[src/rtl/ram_loader.sv]
// ram_loader: packs a byte stream into 32-bit words for the core RAM,
// then releases the core from reset once the whole image is written.
module ram_loader #(
  parameter int ADDRWIDTH = 10,
  parameter int DEPTH     = 1024
) (
  input  logic                 clock,
  input  logic                 nreset,
  input  logic                 s_valid,
  input  logic [7:0]           s_data,
  input  logic                 s_last,
  output logic                 s_ready,
  output logic                 mem_we,
  output logic [ADDRWIDTH-1:0] mem_addr,
  output logic [31:0]          mem_wdata,
  output logic                 core_nreset,
  output logic                 done,
  output logic                 error
);

  typedef enum logic [1:0] {
    LOAD,
    WRITE,
    DONE,
    ERR
  } state_e;

  localparam logic [ADDRWIDTH-1:0] LAST_ADDR =
    ADDRWIDTH'(DEPTH - 1);

  state_e               state_q, state_d;
  logic [1:0]           cnt_q, cnt_d;
  logic [ADDRWIDTH-1:0] addr_q, addr_d;
  logic [31:0]          wdata_q, wdata_d;
  logic                 last_q, last_d;
  logic                 ready_q, ready_d;
  logic                 we_q, we_d;
  logic                 cnr_q, cnr_d;
  logic                 done_q, done_d;
  logic                 err_q, err_d;
  logic                 accept;

  // Next-state, byte packing and registered-output decode.
  always_comb begin
    state_d = state_q;
    cnt_d   = cnt_q;
    addr_d  = addr_q;
    wdata_d = wdata_q;
    last_d  = last_q;
    accept  = s_valid & ready_q;
    unique case (state_q)
      LOAD: begin
        if (accept) begin
          wdata_d[{cnt_q, 3'b000} +: 8] = s_data;
          last_d = s_last;
          if (cnt_q == 2'd3 || s_last) begin
            state_d = WRITE;
            cnt_d   = 2'd0;
          end else begin
            cnt_d = cnt_q + 2'd1;
          end
        end
      end
      WRITE: begin
        addr_d  = addr_q + ADDRWIDTH'(1);
        wdata_d = 32'd0;
        if (last_q) begin
          state_d = DONE;
        end else if (addr_q == LAST_ADDR) begin
          state_d = ERR;
        end else begin
          state_d = LOAD;
        end
      end
      DONE: state_d = DONE;
      ERR:  state_d = ERR;
      default: state_d = ERR;
    endcase
    ready_d = (state_d == LOAD);
    we_d    = (state_d == WRITE);
    cnr_d   = (state_d == DONE);
    done_d  = (state_d == DONE);
    err_d   = (state_d == ERR);
  end

  // State and output registers; reset drops everything to idle.
  always_ff @(posedge clock or negedge nreset) begin
    if (!nreset) begin
      state_q <= LOAD;
      cnt_q   <= 2'd0;
      addr_q  <= '0;
      wdata_q <= 32'd0;
      last_q  <= 1'b0;
      ready_q <= 1'b0;
      we_q    <= 1'b0;
      cnr_q   <= 1'b0;
      done_q  <= 1'b0;
      err_q   <= 1'b0;
    end else begin
      state_q <= state_d;
      cnt_q   <= cnt_d;
      addr_q  <= addr_d;
      wdata_q <= wdata_d;
      last_q  <= last_d;
      ready_q <= ready_d;
      we_q    <= we_d;
      cnr_q   <= cnr_d;
      done_q  <= done_d;
      err_q   <= err_d;
    end
  end

  assign s_ready     = ready_q;
  assign mem_we      = we_q;
  assign mem_addr    = addr_q;
  assign mem_wdata   = wdata_q;
  assign core_nreset = cnr_q;
  assign done        = done_q;
  assign error       = err_q;

endmodule
[config.mk]
export PLATFORM = sky130hd
export DESIGN_NAME = ram_loader
export DESIGN_NICKNAME = d
export VERILOG_FILES = /design/src/rtl/ram_loader.sv
export SDC_FILE = /design/constraint.sdc
export NUM_CORES = 1
export LEC_CHECK = 0
export BUFFER_PORTS_ARGS = -buffer_cell sky130_fd_sc_hd__buf_2
export CAP_MARGIN = 5
export CORE_UTILIZATION = 51
export DETAILED_ROUTE_END_ITERATION = 10
export PLACE_DENSITY = 0.82
export SLEW_MARGIN = 20
export SYNTH_ARGS = -nofsm -noshare
export SYNTH_HDL_FRONTEND = slang
export SYNTH_SLANG_ARGS = --single-unit
[constraint.sdc]
create_clock -name clock -period 2.6 [get_ports clock]
set_input_delay 0.39 -clock clock [delete_from_list [all_inputs] [get_ports clock]]
set_output_delay 0.39 -clock clock [all_outputs]
set_load 0.02 [all_outputs]
Word-level counts from Yosys, hierarchy flattened:

Index checks and enable logic that the tools add are counted.

* logic and storage cells: 39
* input port bits: 12
* bits in registers: 51

* mux-type cells: 9
* shift-type cells: 2
* equal/unequal tests: 9
* reduce and logical (&&, ||, !) cells: 6
* add/subtract/negate cells: 3
* bitwise gates (word level): 1

Operators with widths (number)
* one-hot mux 32 bit (2 select lines): 1
* bitwise mux 32 bit: 1
* 2-to-1 mux 32 bit: 1
* variable shift 8 x 7 -> 32 bit, first input constant: 1
* indexed part select 8 x 7 -> 32 bit: 1
* adder 10 x 1 -> 10 bit, second input constant: 1
* equality test 10 bit, second input constant: 1
* equality test 2 bit, second input constant: 5
* 2-to-1 mux 2 bit: 5
* one-hot mux 2 bit (4 select lines): 1
* negator 5 -> 7 bit: 1
* equality test 2 x 1 -> 1 bit, second input constant: 2
* zero test 2 bit: 2
* AND reduction 2 bit: 2
* adder 2 x 1 -> 2 bit, second input constant: 1
* inequality test 2 bit, second input constant: 1
* nonzero test 2 bit: 1
* bitwise AND 1 bit: 1
* logical OR 1 bit: 1

Longest topological paths before layout:

Gate-level depths: netlist (run 1).

* depth after elaboration: 6
* depth in mapped cells: 7
* mapped depth without buffers: 5

Least setup slack after synthesis (run 1):

No wires, ideal clock.

* path type: register to register
* start: register cnt_q[0]
* end: register wdata_q[16], in the netlist mem_wdata[16]
* path buffers: 1
* period minus slack after synthesis: 1926 ps
* arrival: 1830 ps
* stages on the path, launching flop included: 7
* path slack: 674 ps
* setup time: 97 ps
* path through: dfrtp_1 clkbuf_1 inv_1 ha_1 nor2b_1 nand4_1 o31ai_1

* cells in the longest elaborated chain, start to end: 5
* elaborated cells on any way between the ends: 6

Ends and longest elaborated chain
* start, declared: RTL line 32 `logic [1:0] cnt_q, cnt_d;`
* start signal, assigned: RTL line 101 `cnt_q <= cnt_d;`
* negator 5 -> 7 bit (*): RTL line 54 `wdata_d[{cnt_q, 3'b000} +: 8] = s_data;`
* indexed part select 8 x 7 -> 32 bit or variable shift 8 x 7 -> 32 bit (tied branches): RTL line 54
* bitwise mux 32 bit (*): RTL line 54
* 2-to-1 mux 32 bit (*): RTL line 53 `if (accept) begin`
* one-hot mux 32 bit (2 select lines) (*): RTL line 51 `unique case (state_q)`
* end signal, assigned: RTL line 103 `wdata_q <= wdata_d;`
* end, declared: RTL line 34 `logic [31:0] wdata_q, wdata_d;`

Mark *: on every way between the ends. The rest lies on a longest branch, timed or not. The select of a mux whose other input is x is not followed.
A chain may end at the register's enable or synchronous reset.

Worst setup path after layout (run 1):

* start: register cnt_q[0]
* end: register wdata_q[22], in the netlist mem_wdata[22]

The elaborated chain is that of the path after synthesis.

==> results of run 1 <==
==> where the power goes <==
part           switching [mW]  internal [mW]  total, mW  leakage, nW
Sequential              0.152          0.933       1.08        0.692
Combinational           0.383          0.253      0.636        0.649
Clock                   0.259          0.287      0.545       0.0581
Total                   0.794           1.47       2.27         1.40
==> routing by layer <==
layer  vias to the layer above  GRT usage  wire length [microns]
met1                       801      0.320                   2090
met3                         7     0.0355                    206
met2                        49      0.353                   2250
met5                         -          0                      0
met4                         0     0.0638                     56
li1                        782          -                      -
==> how the worst min path moves through the flow <==
stage | start | end | cells past startpoint | slack, ns
after global routing | s_data[0] | mem_wdata[24]$_DFFE_PN0P_ | 2 | 0.34
after detailed placement | nreset | mem_addr[0]$_DFFE_PN0P_ | 1 | 0.31
final | s_data[0] | mem_wdata[24]$_DFFE_PN0P_ | 2 | 0.33
after global placement | nreset | mem_addr[0]$_DFFE_PN0P_ | 1 | 0.30
after floorplan | nreset | cnt_q[0]$_DFFE_PN0P_ | 0 | 0.09
after CTS | s_data[0] | mem_wdata[24]$_DFFE_PN0P_ | 2 | 0.33
==> kinds of logic after synthesis <==
| group | count (synthesis) | share of synthesized area |
|---|---|---|
| compound gates | 54 | 0.179 |
| flops | 51 | 0.584 |
| simple gates | 40 | 0.120 |
| buf+inv | 22 | 0.0470 |
| xor+xnor | 9 | 0.0361 |
| fa+ha+maj | 5 | 0.0286 |
| mux | 1 | 0.00515 |
==> through the flow <==
step	util	hold slack [ns]	power [mW]	area, sq um
4_1_cts	0.649	0.331	2.28	2630
6_report	0.649	0.334	2.27	2630
5_1_grt	0.649	0.342	2.38	2630
3_5_place_dp	0.619	0.305	1.74	2510
2_1_floorplan	-	0.0944	1.51	2180
3_3_place_gp	0.619	0.298	1.71	2510
==> worst max-delay path: stages (launching register included) <==
cell and delay, ns:
dfrtp_1 0.56, inv_1 0.14, ha_1 0.44, nor2b_1 0.25, nand4_1 0.32, o31ai_1 0.32
==> layout make-up <==
| class | instances | area [sq um] | area share |
|---|---|---|---|
| clock buffers | 5 | 68.8 | 0.0261 |
| clock inverters | 3 | 43.8 | 0.0166 |
| inverters | 14 | 52.6 | 0.0200 |
| multi-input cells | 109 | 806 | 0.306 |
| flip-flops and latches | 51 | 1280 | 0.485 |
| well taps | 50 | 62.6 | 0.0238 |
| repair buffers | 62 | 323 | 0.123 |
==> cell usage in the layout (no fill, tap or decap), types with 2 or more instances in the layout <==
cell / count
nor2_1: 4
nor4_1: 2
nand4_1: 5
o21ai_0: 13
xnor2_1: 6
o21ai_1: 2
o41ai_1: 2
nor4b_4: 2
a31oi_1: 2
a21o_1: 2
nand3_1: 2
buf_4: 3
and3_1: 2
clkbuf_8: 5
dfrtp_1: 51
nor3_1: 3
nand2_1: 10
xor2_1: 3
ha_1: 5
buf_2: 58
inv_1: 14
a22o_1: 21
o31ai_1: 11
==> flip-flops by register name (all words and copies together), names as in the netlist <==
name	flops
mem_wdata	32
mem_addr	10
cnt_q	2
state_q	2
done	1
error	1
last_q	1
mem_we	1
s_ready	1
==> results_dict.tcl, run 1 <==
set metrics [dict create \
    die_y_microns 67.5 \
    grt_pass1_wl_mm 7.51 \
    rrSetupSlack_ns 0.47 \
    min_path_type "in2reg" \
    synthCells 182 \
    grt_antenna_before_repair 0 \
    gp_congestion 0.764 \
    ios 59 \
    cp_max_fo 9 \
    track_usage 0.225 \
    drt_wl_total_mm 4.61 \
    portBuffers 58 \
    hpwl_mm 3.46 \
    cts_setup_buffers 0 \
    tritoncts "done" \
    fin_crit_sh 0.819 \
    place_inst 285 \
    critPathLaunch "cnt_q[0]$_DFFE_PN0P_" \
    htree_levels 2 \
    cap_violations 0 \
    leakage_nw 1.40 \
    ys_types 36 \
    slew_viol_final 0 \
    critPathArrivalTime_ns 2.34 \
    yosys-top-cells-area "dfrtp_1, a22o_1, o31ai_1" \
    yosysWarnings 0 \
    powerDensity_nw_per_um2 861 \
    antenna_left 0 \
    ir_drop_mv 0.449 \
    fmax_mhz 470 \
    crit_type "reg2reg" \
    dr.pass1.iters 4 \
    synth-edff-count 0 \
    ys_ff_latch 51 \
    synth_async_sr_flop_share 1.00 \
    r2r_end "mem_wdata[22]$_DFFE_PN0P_" \
    synth_top_area_share 0.584 \
    run_status "finished, final reports clean" \
    grt_pass1_vias 1521 \
    reg2reg_from "cnt_q[0]$_DFFE_PN0P_" \
    wl_per_cell_microns 15.7 \
    synth_fp_nets 199 \
    drive_above_1_share 0.303 \
    setup_violations 0 \
    post_synth.cell_area_avg_sq_um 12.0 \
    yosys.area.top_type "dfrtp_1" \
    finalHoldViolCount 0 \
    tns_ns 0 \
    overflow 0 \
    finClkSkew_ns 0.00819 \
    yosysSeqAreaShare 0.584 \
    place_ws_ns 0.475 \
    drc 0 \
    core_area_sq_um 4060 \
    rsz0062_at_grt "no" \
    end_kind "flop" \
    rows 23 \
    initial_utilization 0.538 \
    worstMarginPinSlew_ns 0.655 \
    ctsHoldBuffers 1 \
    endpoint "mem_wdata[22]$_DFFE_PN0P_" \
    yosys-top-cells-count "dfrtp_1, a22o_1, inv_1" \
    syn_to_final_growth_pct 20.5 \
    startpoint_type "flop" \
    clk_pin_slew_ns 0.09 \
    period_needed_ns 2.13 \
    cts_root_buf "clkbuf_8" \
    cts_made_buffers 5 \
    clockBufferDepth 2 \
    avgViaCountPerCell 5.57 \
    synthFlopType "dfrtp_1" \
    slew_headroom 0.560 \
    grt_max_degree 23 \
    num-nets-final 260 \
    dieArea_sq_um 4550 \
    cts_sinks 51 \
    netlist_area_sq_um 2180 \
    cts_resized 0 \
    nFillCells 328 \
    synth.most_common_cell "dfrtp_1" \
    ff2ff_path_depth 5 \
    vias 1639 \
    first_iter_violations 143 \
    fin_cells 294 \
    clock_latency_ns 0.31 \
    setup_ws_ns 0.472 \
    die_w_microns 67.5 \
    cp.required_ns 2.81 \
    antenna_cells 0 \
]
Power figures use the tool's default switching activity.
==> inputs of run 2 (changes only) <==
==> constraint.sdc (replaced) <==
create_clock -name clock -period 2 [get_ports clock]
set_input_delay 0.3 -clock clock [delete_from_list [all_inputs] [get_ports clock]]
set_output_delay 0.3 -clock clock [all_outputs]
set_load 0.02 [all_outputs]
==> run 2 against run 1 <==
  * Die area is the same
  * Final cell count increased by 1.0%
  * The run now ends with negative hold slack left
  * Utilization increased by 1.4 points
  * Total power grew 38%
  * Highest routed layer unchanged
  * Clock-buffer cell count unchanged
  * Combinational power increased by 45%
  * Flip-flop and latch count is the same
  * Non-clock buffer count rose by 3
  * Critical path type unchanged
==> results_dict.tcl, run 2 (same netlist as run 1, synthesis figures left out) <==
set metrics [dict create \
    finClkSkew_ns 0.00672 \
    fmax_mhz 542 \
    cts_resized 0 \
    top_layer "met4" \
    grt_pass1_vias 1532 \
    drive_above_1_share 0.316 \
    critPathMaxStageDelay_ns 0.40 \
    place_ws_ns 0.233 \
    rrSetupSlack_ns 0.15 \
    fin_hold_ws_ns -0.0180 \
    end_kind "flop" \
    first_iter_violations 90 \
    crit_slowest_cell "dfrtp_1" \
    tritoncts "done" \
    slew_viol_final 0 \
    cts_root_buf "clkbuf_8" \
    cp.required_ns 2.19 \
    tns_ns 0 \
    p_comb_frac 0.295 \
    min_path_type "in2async" \
    cap_violations 0 \
    ir_drop_mv 0.849 \
    avgViaCountPerCell 5.51 \
    critPathArrivalTime_ns 2.04 \
    grt_antenna_before_repair 0 \
    worstMarginPinSlew_ns 0.693 \
    r2r_end "mem_wdata[23]$_DFFE_PN0P_" \
    overflow 0 \
    p_switching_mw 1.05 \
    ff2ff_path_depth 5 \
    ctsHoldBuffers 0 \
    gp_congestion 0.812 \
    finalHoldViolCount 24 \
    crit_type "reg2reg" \
    setup_violations 0 \
    ios 59 \
    wl_met1_mm 2.29 \
    drt_wl_total_mm 4.82 \
    num-nets-final 263 \
    die_w_microns 67.5 \
    antenna_left 0 \
    vias 1635 \
    core_area_sq_um 4060 \
    die_y_microns 67.5 \
    setup_ws_ns 0.154 \
    grt_pass1_wl_mm 7.41 \
    cts_made_buffers 5 \
    final_common_cell "buf_2" \
    layout_common_cells "buf_2, dfrtp_1, a22o_1" \
    fin_crit_sh 0.923 \
    nFillCells 313 \
    reg2reg_from "cnt_q[1]$_DFFE_PN0P_" \
    rsz0062_at_grt "no" \
    clockPowerShare 0.266 \
    wl_met2_mm 2.33 \
    leakage_nw 1.42 \
    violations "negative hold slack" \
    cp_max_fo 8 \
    clk_pin_slew_ns 0.09 \
    cts_setup_buffers 0 \
    power.internal_mw 2.07 \
    drc 0 \
    run_status "complete, but fails checks" \
    place_inst 289 \
    dieArea_sq_um 4550 \
    track_usage 0.225 \
    clock_latency_ns 0.30 \
    cts_sinks 51 \
    period_needed_ns 1.85 \
    syn_to_final_growth_pct 23.1 \
    fin_cells 297 \
    wl_per_cell_microns 16.2 \
    grt_max_degree 28 \
    swShare 0.337 \
    dr_wl_met3_microns 149 \
    hpwl_mm 3.50 \
    startpoint_type "flop" \
    seq_power_share 0.439 \
    htree_levels 2 \
    dr.pass1.iters 4 \
    rows 23 \
    powerDensity_nw_per_um2 1160 \
    portBuffers 58 \
    largest_reg_flops 32 \
    initial_utilization 0.538 \
    antenna_cells 0 \
    slew_headroom 0.536 \
    path_cells "inv_1 -> ha_1 -> nor2b_1 -> nand4_1 -> o31ai_1" \
    clockBufferDepth 2 \
]
## run 2: cell count changes in the layout (fill, tap and decap cells not counted)
| cell | previous run | this run |
|---|---|---|
| clkinv_4 | 1 | 0 |
| clkinvlp_4 | 0 | 1 |
| clkinv_2 | 1 | 0 |
| bufinv_16 | 1 | 2 |
| buf_4 | 3 | 6 |
| buf_12 | 0 | 1 |
| dlygate4sd3_1 | 1 | 0 |
## run 2: area by class of cell
class                      count  area (sq um)  share of cell area
multi-input combinational    109           806               0.300
sequential                    51          1280               0.475
clock buffer                   5          68.8              0.0256
timing repair buffer          65           355               0.132
inverter                      14          52.6              0.0195
clock inverter                 3          67.6              0.0251
tap                           50          62.6              0.0233
## run 2: worst max-delay path, delay by kind of cell, from the launching register on
family,cells,cell delay [ns]
AND/OR/NAND/NOR,2,0.59
flip-flops,1,0.40
AO/OA/AOI/OAI,1,0.35
adder cells (fa/ha/maj),1,0.31
buffers and inverters,1,0.10
## run 2: power by group through the flow
stage / sequential [mW] / combinational [mW] / clock, mW
6_report: 1.37 / 0.920 / 0.831
5_1_grt: 1.40 / 1.00 / 0.879
4_1_cts: 1.37 / 0.925 / 0.841
3_5_place_dp: 1.39 / 0.909 / 0
3_3_place_gp: 1.38 / 0.885 / 0
2_1_floorplan: 1.54 / 0.429 / 0
## run 2: worst max-delay path by stage
stage	startpoint	slack (ns)	endpoint	cells after the start
2_1_floorplan	cnt_q[0]$_DFFE_PN0P_	0.07	mem_wdata[16]$_DFFE_PN0P_	6
3_3_place_gp	state_q[0]$_DFF_PN0_	0.28	mem_wdata[4]$_DFFE_PN0P_	3
3_5_place_dp	cnt_q[1]$_DFFE_PN0P_	0.23	mem_wdata[23]$_DFFE_PN0P_	5
4_1_cts	cnt_q[1]$_DFFE_PN0P_	0.14	mem_wdata[23]$_DFFE_PN0P_	5
5_1_grt	cnt_q[1]$_DFFE_PN0P_	0.03	mem_wdata[23]$_DFFE_PN0P_	5
6_report	cnt_q[1]$_DFFE_PN0P_	0.15	mem_wdata[23]$_DFFE_PN0P_	5
## run 2: through the flow
stage	power, mW	cell area (sq um)	utilization
after floorplan	1.97	2180	-
after global placement	2.27	2550	0.629
after detailed placement	2.30	2550	0.629
after CTS	3.14	2690	0.663
after global routing	3.28	2690	0.663
final	3.12	2690	0.663
## run 2: layer usage
metal | track usage | vias to the layer above
met1 | 0.323 | 801
met3 | 0.0524 | 6
li1 | - | 790
met4 | 0.0691 | 0
met5 | 0 | -
met2 | 0.338 | 38
==> inputs of run 3 (changes only) <==
--- a/config.mk
+++ b/config.mk
@@ -7,9 +7,10 @@
 export LEC_CHECK = 0
 export BUFFER_PORTS_ARGS = -buffer_cell sky130_fd_sc_hd__buf_2
 export CAP_MARGIN = 5
-export CORE_UTILIZATION = 51
+export CORE_UTILIZATION = 55
+export CTS_CLUSTER_SIZE = 16
 export DETAILED_ROUTE_END_ITERATION = 10
-export PLACE_DENSITY = 0.82
+export PLACE_DENSITY = 0.87
 export SLEW_MARGIN = 20
 export SYNTH_ARGS = -nofsm -noshare
 export SYNTH_HDL_FRONTEND = slang
==> constraint.sdc (replaced) <==
create_clock -name clock -period 2.2 [get_ports clock]
set_input_delay 0.33 -clock clock [delete_from_list [all_inputs] [get_ports clock]]
set_output_delay 0.33 -clock clock [all_outputs]
set_load 0.02 [all_outputs]
==> run 3 against run 2 <==
  * Final area is 2.0% lower
  * Critical path type unchanged
  * Utilization increased by 4.1 points
  * Fmax fell by 3.0%
  * The run now ends clean
  * Clock power fell by 32%
  * Register-to-register slack improved by 0.14 ns
  * Die area fell by 7.1%
  * Global-route usage is 2.1 points higher
==> results_dict.tcl, run 3 (same netlist as run 1, synthesis figures left out) <==
set metrics [dict create \
    run_status "finished, final reports clean" \
    end_kind "flop" \
    avgViaCountPerCell 5.56 \
    multiInputGateArea_sq_um 806 \
    grt_antenna_before_repair 0 \
    syn_to_final_growth_pct 20.6 \
    drc 0 \
    critPathLaunch "cnt_q[1]$_DFFE_PN0P_" \
    hpwl_mm 3.37 \
    grt_pass1_wl_mm 7.71 \
    ctsHoldBuffers 0 \
    cap_violations 0 \
    largest_reg_flops 32 \
    gp_congestion 0.828 \
    min_path_type "in2async" \
    fmax_mhz 525 \
    cts_setup_buffers 0 \
    cp_top_family "simple AND/OR/NAND/NOR gates" \
    track_usage 0.246 \
    die_y_microns 65.0 \
    tritoncts "done" \
    initial_utilization 0.584 \
    critPathMaxStageDelay_ns 0.42 \
    rsz0062_at_grt "no" \
    dieArea_sq_um 4230 \
    clk_pin_slew_ns 0.10 \
    core_area_sq_um 3740 \
    cp.required_ns 2.40 \
    ios 59 \
    cts_made_buffers 5 \
    first_iter_violations 89 \
    clockBufferDepth 2 \
    reg2reg_from "cnt_q[1]$_DFFE_PN0P_" \
    die_w_microns 65.0 \
    vias 1629 \
    crit_slowest_cell "ha_1" \
    powerDensity_nw_per_um2 991 \
    path_cells "inv_1 -> ha_1 -> nor2b_1 -> nand4_1 -> o31ai_1" \
    finClkSkew_ns 0.0146 \
    htree_levels 2 \
    rrSetupSlack_ns 0.30 \
    startpoint_type "flop" \
    worstMarginPinSlew_ns 0.681 \
    dr.pass1.iters 4 \
    seq_area_sq_um 1280 \
    overflow 0 \
    slew_viol_final 0 \
    critPathArrivalTime_ns 2.11 \
    final_common_cell "buf_2" \
    ff2ff_path_depth 5 \
    drt_wl_total_mm 4.53 \
    slew_headroom 0.544 \
    setup_violations 0 \
    cts_sinks 51 \
    fin_crit_sh 0.865 \
    grt_max_degree 27 \
    rows 22 \
    wl_per_cell_microns 15.5 \
    portBuffers 58 \
    antenna_cells 0 \
    drive_above_1_share 0.310 \
    finalHoldViolCount 0 \
    period_needed_ns 1.90 \
    total_power_mw 2.61 \
    path_buf_inv 1 \
    clock_latency_ns 0.31 \
    crit_type "reg2reg" \
    layout_common_cells "buf_2, dfrtp_1, a22o_1" \
    grt_pass1_vias 1616 \
    nFillCells 277 \
    cts_root_buf "clkbuf_8" \
    ir_drop_mv 0.546 \
    r2r_end "mem_wdata[16]$_DFFE_PN0P_" \
    leakage_nw 1.40 \
    tns_ns 0 \
    cp_max_fo 8 \
    antenna_left 0 \
    num-nets-final 261 \
    cts_resized 0 \
]
==> run 3: cell types whose count changed in the layout (fill, tap and decap cells not counted), sizes merged <==
| cell | delta |
|---|---|
| clkinv | +1 |
| buf | -2 |
| clkbuf | +1 |
| bufinv | -2 |
==> run 3: worst max path at each step <==
stage | to | slack, ns | depth (start not counted)
after floorplan | mem_wdata[16]$_DFFE_PN0P_ | 0.27 | 6
after global placement | mem_wdata[19]$_DFFE_PN0P_ | 0.42 | 5
after detailed placement | mem_wdata[18]$_DFFE_PN0P_ | 0.31 | 5
after CTS | mem_wdata[18]$_DFFE_PN0P_ | 0.30 | 5
after global routing | mem_wdata[19]$_DFFE_PN0P_ | 0.10 | 5
final | mem_wdata[16]$_DFFE_PN0P_ | 0.30 | 5
==> run 3: cell type report <==
| cell class | count | area share |
|---|---|---|
| inverter | 14 | 0.0200 |
| tap | 48 | 0.0228 |
| clock buffer | 6 | 0.0314 |
| sequential | 51 | 0.485 |
| timing repair buffer | 63 | 0.129 |
| clock inverter | 2 | 0.00618 |
| multi-input combinational | 109 | 0.306 |
==> run 3: through the flow <==
stage          setup WS (ns)  instance area (sq um)  hold WS, ns   util  instances
2_1_floorplan          0.274                   2180       0.0344      -        182
3_3_place_gp           0.421                   2530        0.354  0.677        285
3_5_place_dp           0.310                   2530        0.360  0.677        285
4_1_cts                0.301                   2630       0.0261  0.704        293
5_1_grt                0.105                   2630       0.0424  0.704        293
6_report               0.297                   2630      0.00240  0.704        293
==> run 3: layer usage <==
layer	wire length [microns]	share of wire	GRT usage
met4	42	0.0093	0.101
met3	215	0.047	0.0511
met1	2180	0.48	0.357
met5	0	0	0
met2	2090	0.46	0.361
==> run 3: report_power, final <==
group	internal, mW	switching [mW]	leakage, nW
clock network	0.257	0.304	0.0474
registers	1.10	0.133	0.692
logic	0.312	0.502	0.658
